<file path="config.mk">
export PLATFORM = sky130hd
export DESIGN_NAME = dcache_ctrl
export DESIGN_NICKNAME = d
export VERILOG_FILES = /design/src/rtl/dcache_pkg.sv /design/src/rtl/cache_set.sv /design/src/rtl/dcache_wbuf.sv /design/src/rtl/dcache_ctrl.sv
export SDC_FILE = /design/constraint.sdc
export NUM_CORES = 2
export LEC_CHECK = 0
export BUFFER_PORTS_ARGS = -buffer_cell sky130_fd_sc_hd__buf_2
export CORE_UTILIZATION = 67
export CTS_BUF_LIST = sky130_fd_sc_hd__clkbuf_16
export CTS_CLUSTER_DIAMETER = 30
export DETAILED_ROUTE_END_ITERATION = 10
export MAX_ROUTING_LAYER = met4
export PLACE_DENSITY = 0.89
export SYNTH_ARGS = -nofsm -noshare
export SYNTH_HDL_FRONTEND = slang
export SYNTH_SLANG_ARGS = --single-unit
export TNS_END_PERCENT = 100
</file>
<file path="constraint.sdc">
create_clock -name clk -period 12.1 [get_ports clk]
set_input_delay 0.605 -clock clk [delete_from_list [all_inputs] [get_ports clk]]
set_output_delay 0.605 -clock clk [all_outputs]
set_load 0.02 [all_outputs]
</file>
<file path="src/rtl/dcache_pkg.sv">
// Shared types for the L1 data cache controller: FSM states, write buffer entries
// and the byte-lane merge used when a partial write hits a cached line.
package dcache_pkg;

  typedef enum logic [2:0] {
    IDLE,
    MERGE,
    DRAIN,
    MISS_REQ,
    MISS_RESP
  } state_t;

  typedef struct packed {
    logic [31:0] addr;
    logic [31:0] data;
    logic [3:0]  be;
  } wb_entry_t;

  function automatic logic [31:0] merge_bytes(input logic [31:0] old_word,
                                              input logic [31:0] new_word,
                                              input logic [3:0]  be);
    logic [31:0] merged;
    for (int b = 0; b < 4; b++) begin
      merged[b*8 +: 8] = be[b] ? new_word[b*8 +: 8] : old_word[b*8 +: 8];
    end
    return merged;
  endfunction

endpackage

</file>
<file path="src/rtl/cache_set.sv">
// Direct-mapped cache set: combinational tag compare, registered data read,
// byte-lane writes that land only on a hit, and whole-line fills.
module cache_set #(
  parameter int CACHE_SET_DEPTH = 32,
  parameter int CACHE_LINE_SIZE = 4,
  parameter int NRU_LOGIC       = 0
) (
  input  logic                         clk,
  input  logic                         rst,
  input  logic [31:0]                  address,
  output logic                         hit,
  output logic [8*CACHE_LINE_SIZE-1:0] readdata,
  input  logic                         write,
  input  logic [8*CACHE_LINE_SIZE-1:0] writedata,
  input  logic [CACHE_LINE_SIZE-1:0]   byteenable,
  input  logic                         fill,
  input  logic [31:0]                  fill_address,
  input  logic [8*CACHE_LINE_SIZE-1:0] fill_data,
  output logic                         dirty,
  output logic [8*CACHE_LINE_SIZE-1:0] dirty_data,
  input  logic                         set_nru,
  input  logic                         clr_nru,
  output logic                         nru
);
  localparam int LW = 8 * CACHE_LINE_SIZE;
  localparam int OW = $clog2(CACHE_LINE_SIZE);
  localparam int IW = $clog2(CACHE_SET_DEPTH);
  localparam int TW = 32 - OW - IW;

  logic [LW-1:0]              data_ram [CACHE_SET_DEPTH];
  logic [TW-1:0]              tag_reg  [CACHE_SET_DEPTH];
  logic [CACHE_SET_DEPTH-1:0] valid_reg, dirty_reg;
  logic [IW-1:0]              idx, fill_idx, wr_idx;
  logic                       wr_en;
  logic [LW-1:0]              wr_data;
  logic [CACHE_LINE_SIZE-1:0] wr_be;
  logic                       unused_offsets;

  assign idx            = address[OW +: IW];
  assign fill_idx       = fill_address[OW +: IW];
  assign hit            = valid_reg[idx] && (tag_reg[idx] == address[31 -: TW]);
  assign unused_offsets = ^{address[OW-1:0], fill_address[OW-1:0]};

  // A fill always wins the single write port; core writes only land on a hit.
  always_comb begin
    wr_en   = fill || (write && hit);
    wr_idx  = fill ? fill_idx : idx;
    wr_data = fill ? fill_data : writedata;
    wr_be   = fill ? '1 : byteenable;
  end

  always_ff @(posedge clk) begin
    for (int b = 0; b < CACHE_LINE_SIZE; b++) begin
      if (wr_en && wr_be[b]) data_ram[wr_idx][b*8 +: 8] <= wr_data[b*8 +: 8];
    end
    readdata <= data_ram[idx];
  end

  always_ff @(posedge clk) begin
    if (rst) begin
      valid_reg <= '0;
      dirty_reg <= '0;
    end else if (fill) begin
      valid_reg[fill_idx] <= 1'b1;
      dirty_reg[fill_idx] <= 1'b0;
    end else if (write && hit) begin
      dirty_reg[idx] <= 1'b1;
    end
  end

  always_ff @(posedge clk) begin
    if (fill) tag_reg[fill_idx] <= fill_address[31 -: TW];
  end

  assign dirty      = valid_reg[idx] && dirty_reg[idx];
  assign dirty_data = readdata;

  generate
    if (NRU_LOGIC != 0) begin : g_nru
      logic [CACHE_SET_DEPTH-1:0] nru_reg;
      always_ff @(posedge clk) begin
        if (rst)          nru_reg      <= '0;
        else if (clr_nru) nru_reg[idx] <= 1'b0;
        else if (set_nru) nru_reg[idx] <= 1'b1;
      end
      assign nru = nru_reg[idx];
    end else begin : g_no_nru
      logic unused_nru;
      assign unused_nru = set_nru ^ clr_nru;
      assign nru        = 1'b0;
    end
  endgenerate

endmodule

</file>
<file path="src/rtl/dcache_wbuf.sv">
// Posted write buffer: small FIFO of {addr, data, be} entries whose head is
// presented combinationally to the memory bus.
module cache_wbuf
  import dcache_pkg::*;
#(
  parameter int DEPTH = 2
) (
  input  logic      clk,
  input  logic      rst,
  input  logic      push,
  input  wb_entry_t push_entry,
  input  logic      pop,
  output wb_entry_t head,
  output logic      full,
  output logic      empty
);
  localparam int PW = $clog2(DEPTH);
  localparam logic [PW:0] DEPTH_COUNT = DEPTH[PW:0];

  wb_entry_t     entries [DEPTH];
  logic [PW-1:0] wr_ptr_reg, rd_ptr_reg;
  logic [PW:0]   count_reg;
  logic          do_push, do_pop;

  assign full    = (count_reg == DEPTH_COUNT);
  assign empty   = (count_reg == '0);
  assign do_push = push && !full;
  assign do_pop  = pop && !empty;
  assign head    = entries[rd_ptr_reg];

  always_ff @(posedge clk) begin
    if (do_push) entries[wr_ptr_reg] <= push_entry;
  end

  always_ff @(posedge clk) begin
    if (rst) begin
      wr_ptr_reg <= '0;
      rd_ptr_reg <= '0;
      count_reg  <= '0;
    end else begin
      if (do_push) wr_ptr_reg <= wr_ptr_reg + 1'b1;
      if (do_pop)  rd_ptr_reg <= rd_ptr_reg + 1'b1;
      case ({do_push, do_pop})
        2'b10:   count_reg <= count_reg + 1'b1;
        2'b01:   count_reg <= count_reg - 1'b1;
        default: count_reg <= count_reg;
      endcase
    end
  end

endmodule

</file>
<file path="src/rtl/dcache_ctrl.sv">
// Write-through, no-write-allocate L1 data cache controller: hit/miss handling,
// partial-write merge, and a posted write buffer in front of the memory bus.
module dcache_ctrl
  import dcache_pkg::*;
#(
  parameter int CACHE_SET_DEPTH = 32,
  parameter int WB_DEPTH        = 2
) (
  input  logic        clk,
  input  logic        rst,
  input  logic        core_read,
  input  logic        core_write,
  input  logic [31:0] core_address,
  input  logic [31:0] core_writedata,
  input  logic [3:0]  core_byteenable,
  output logic        core_waitrequest,
  output logic [31:0] core_readdata,
  output logic        core_readdatavalid,
  output logic        mem_read,
  output logic        mem_write,
  output logic [31:0] mem_address,
  output logic [31:0] mem_writedata,
  output logic [3:0]  mem_byteenable,
  input  logic        mem_waitrequest,
  input  logic [31:0] mem_readdata,
  input  logic        mem_readdatavalid
);
  state_t      state_reg;
  logic        hit, set_write, fill, partial, rd_accept, wr_accept;
  logic [31:0] set_readdata, fill_data;
  logic        wb_pop, wb_full, wb_empty;
  wb_entry_t   wb_in, wb_head;
  logic        nru, dirty;
  logic [31:0] dirty_data;
  logic        unused_set;

  assign partial       = (core_byteenable != 4'hF);
  assign core_readdata = set_readdata;
  assign unused_set    = ^{nru, dirty, dirty_data};

  always_comb begin
    rd_accept = !rst && (state_reg == IDLE) && core_read && hit;
    // A partial write that hits must first see the line's old bytes in MERGE.
    wr_accept = !rst && (((state_reg == IDLE) && core_write && !core_read && !wb_full
                          && (!hit || !partial))
                         || (state_reg == MERGE));
    core_waitrequest = !(rd_accept || wr_accept);
    set_write        = wr_accept && (state_reg == IDLE);
    fill             = !rst && (((state_reg == MISS_RESP) && mem_readdatavalid)
                                || (state_reg == MERGE));
    fill_data        = (state_reg == MERGE)
                       ? merge_bytes(set_readdata, core_writedata, core_byteenable)
                       : mem_readdata;
    wb_in            = '{addr: {core_address[31:2], 2'b00}, data: core_writedata,
                         be: core_byteenable};
    mem_read         = !rst && (state_reg == MISS_REQ);
    mem_write        = !rst && !wb_empty && (state_reg != MISS_REQ)
                       && (state_reg != MISS_RESP);
    wb_pop           = mem_write && !mem_waitrequest;
    mem_address      = mem_read ? {core_address[31:2], 2'b00} : wb_head.addr;
    mem_writedata    = wb_head.data;
    mem_byteenable   = mem_read ? 4'hF : wb_head.be;
  end

  always_ff @(posedge clk) begin
    if (rst) begin
      state_reg          <= IDLE;
      core_readdatavalid <= 1'b0;
    end else begin
      core_readdatavalid <= rd_accept;
      case (state_reg)
        IDLE: begin
          if (core_read) begin
            if (!hit) state_reg <= wb_empty ? MISS_REQ : DRAIN;
          end else if (core_write && hit && partial && !wb_full) begin
            state_reg <= MERGE;
          end
        end
        MERGE:     state_reg <= IDLE;
        DRAIN:     if (wb_empty) state_reg <= MISS_REQ;
        MISS_REQ:  if (!mem_waitrequest) state_reg <= MISS_RESP;
        MISS_RESP: if (mem_readdatavalid) state_reg <= IDLE;
        default:   state_reg <= IDLE;
      endcase
    end
  end

  cache_set #(
    .CACHE_SET_DEPTH(CACHE_SET_DEPTH),
    .CACHE_LINE_SIZE(4),
    .NRU_LOGIC      (0)
  ) u_set (
    .clk         (clk),
    .rst         (rst),
    .address     (core_address),
    .hit         (hit),
    .readdata    (set_readdata),
    .write       (set_write),
    .writedata   (core_writedata),
    .byteenable  (core_byteenable),
    .fill        (fill),
    .fill_address(core_address),
    .fill_data   (fill_data),
    .dirty       (dirty),
    .dirty_data  (dirty_data),
    .set_nru     (1'b0),
    .clr_nru     (1'b0),
    .nru         (nru)
  );

  cache_wbuf #(
    .DEPTH(WB_DEPTH)
  ) u_wbuf (
    .clk       (clk),
    .rst       (rst),
    .push      (wr_accept),
    .push_entry(wb_in),
    .pop       (wb_pop),
    .head      (wb_head),
    .full      (wb_full),
    .empty     (wb_empty)
  );

endmodule

</file>
==> metrics.txt <==
status=complete, but fails checks; violated checks=capacitance limit, slew limit; Slew Viols, Final=14; crit end category=flop; Rows=125; Pleak=approximately 31 nW; WL per Instance=43.8 microns; first-pass GRT wire length=369000 microns; highest clock rate=144 MHz; CP startpoint kind=primary input; root buf cell=clkbuf_16; RD Place Congestion=0.879; CP Depth=12; most common cell after layout, fill and taps aside=edfxtp_1; Area growth syn-to-layout=18.7%; CP Max Fanout=71; CTS tree=done; Worst Clk Skew=0.0914 ns; H-tree levels=5; Post-DP Area=81800 sq um; Slowest-stage cell, CP=nor4_2; GRT Util Overall=0.465; Worst-Margin Slew=1.52 ns; final period utilization=0.576; final hold viol count=0; r2r endpoint=u_set.data_ram[12][31]; total CTS buffers=328; Core Area=between 100000 and 150000 sq um; worst hold start=core_byteenable[3]; Die ar.=119000 sq um; mapped cell area=78700 sq um; minimum clock period after layout=~7 ns; post-route ant nets=0; nets=about 4.6k; Cell Chain, Critical Path=buf_8 > buf_4 > mux2i_1 > o22ai_1 > nor4_1 > a21o_1 > nand4_1 > nor4_1 > nand4_1 > o21a_4 > buf_4 > nor4_2; vias in the first global route=51.1k; Setup Viol. Count Final=0; CP top delay family=simple AND/OR/NAND/NOR gates; DRT Pass-1 Iters=9; Yosys cell types=between 50 and 60; die width=345 microns; clk_lat worst skew=about 0.96 ns; r2r worst-path depth=10; post-place setup slack=5.16 ns; Post-synth EDFFs=around 2k; DRC viols=0; worst min-delay path class=in -> reg; Worst setup startpoint=core_address[3]; via count=~51k; Starting DRT DRC Count=a little over 10k; async set-reset flop share out of synthesis=0; max-cap violations=1; number of setup buffers added after CTS=0; Clock Path Buffers=4; total negative slack=0 ns; hold_ws=about 0.068 ns; Layout Cells excl Fill=between 6k and 7k; Worst Path Arrival=7.46 ns; Mapped Cells=4032; VDD IR max=221 uV; Clock transition at path regs=0.06 ns; Crit Reg-Reg Startpoint=u_set.tag_reg[7][4]; HPWL after detailed placement=114000 microns; largest net degree at the start of global routing=152; initial antenna violation count=19; Port-buffer cells=205; WS Path Type=in -> reg; area share of the largest cell type after synthesis=0.746; worst hold stages=1; final WL=roughly 270000 microns; largest cells by area after synthesis=edfxtp_1 75%, mux4_2 7.6%, mux2i_1 5.5%; clock sink count=2029; Layout fillers=4651; Die H=345 microns; crit-path max cell delay=1.18 ns; io pins=210; post-synthesis sequential area ratio=0.765; Pwr Total=18.8 mW; Rel. slew slack=-0.0183; Yosys reg bits=2029; RSZ-0062 raised after global routing=no; Initial Util=0.677; largest area contributor in the netlist=edfxtp_1; Congestion Overflow GR=0; WP data required=12.60 ns; most frequent cells in the layout=1956 x edfxtp_1, 435 x mux2i_1, 338 x clkbuf_16; Final Util=0.803; Post-Syn Area per Cell=between 15 and 20 sq um; Primary FF master, synth=edfxtp_1; Critical path buffers and inverters=3; final instance area=93400 sq um; layout cells sized above 1=0.293; YS warnings=0; vias per cell=8.17; PD cells=201 nW/um^2; max reg flops=around 1k; post-route setup slack=5.13 ns; placed cell count=roughly 5.6k; reg2reg setup slack=6.13 ns; hold endpoint=u_wbuf.entries[0][3]
[worst register-to-register path, delay by kind of cell, from the launching register on]
family | cells | cell delay (ns)
flops | 1 | 0.41
buf+inv | 1 | 0.66
compound gates | 3 | 0.99
mux | 1 | 0.21
simple gates | 5 | 3.27
[synth_stat cells (44+ instances only)]
cell and count:
buf_1 47, nor2_1 86, dfxtp_1 73, nand4_1 51, o22ai_1 264, nand2_1 44
mux2i_1 435, nor3_2 96, edfxtp_1 1956, mux4_2 264, nor4_1 65, clkbuf_1 119
buf_2 78, a22oi_1 132
[layer usage]
metal | track usage | up-vias | part of all wire
met2 | 0.687 | 6933 | 0.45
li1 | - | 17700 | -
met4 | 0.375 | 0 | 0.11
met5 | - | - | 0
met1 | 0.510 | 24200 | 0.28
met3 | 0.167 | 2233 | 0.17
[worst max-delay path by stage]
stage	endpoint	slack, ns
after global routing	u_set.data_ram[0][28]	5.39
final	u_set.data_ram[12][31]	5.13
after floorplan	u_wbuf.entries[1][0]	4.34
after CTS	u_set.data_ram[20][26]	5.61
after detailed placement	u_set.data_ram[12][31]	5.16
after global placement	u_set.data_ram[24][22]	5.33
[logic make-up after synthesis]
family	synth area share
and+or+nand+nor	0.0391
xor gates and xnor gates	0.000445
adders and majority gates	0.000159
buffers and inverters	0.0183
DFF	0.765
AOI/OAI and AO/OA	0.0420
other	0.0000476
muxes	0.135
[power by group]
part / total, mW / internal (mW) / switching (mW) / leakage (nW)
Clock: 9.84 / 6.13 / 3.71 / 5.48
Sequential: 7.87 / 7.83 / 0.0447 / 18.2
Combinational: 1.05 / 0.284 / 0.761 / 7.29
Total: 18.8 / 14.2 / 4.52 / 31.0
[final cells by class]
class	count	area, sq um	area share
Clock inverter	239	2700	0.0289
Sequential cell	2029	60200	0.644
Tap cell	1524	1910	0.0204
Clock buffer	338	8460	0.0905
Antenna cell	30	75.1	0.000803
Inverter	31	116	0.00125
Timing Repair Buffer	362	2340	0.0251
Multi-Input combinational cell	1697	17600	0.189
[timing repair]
item                                    CTS  global route
hold buffers                             33             0
resized for setup                         0             0
hold endpoints to repair                 66             0
endpoints found under the setup margin    0             0
Note: power is estimated with default switching activity, not from simulation.
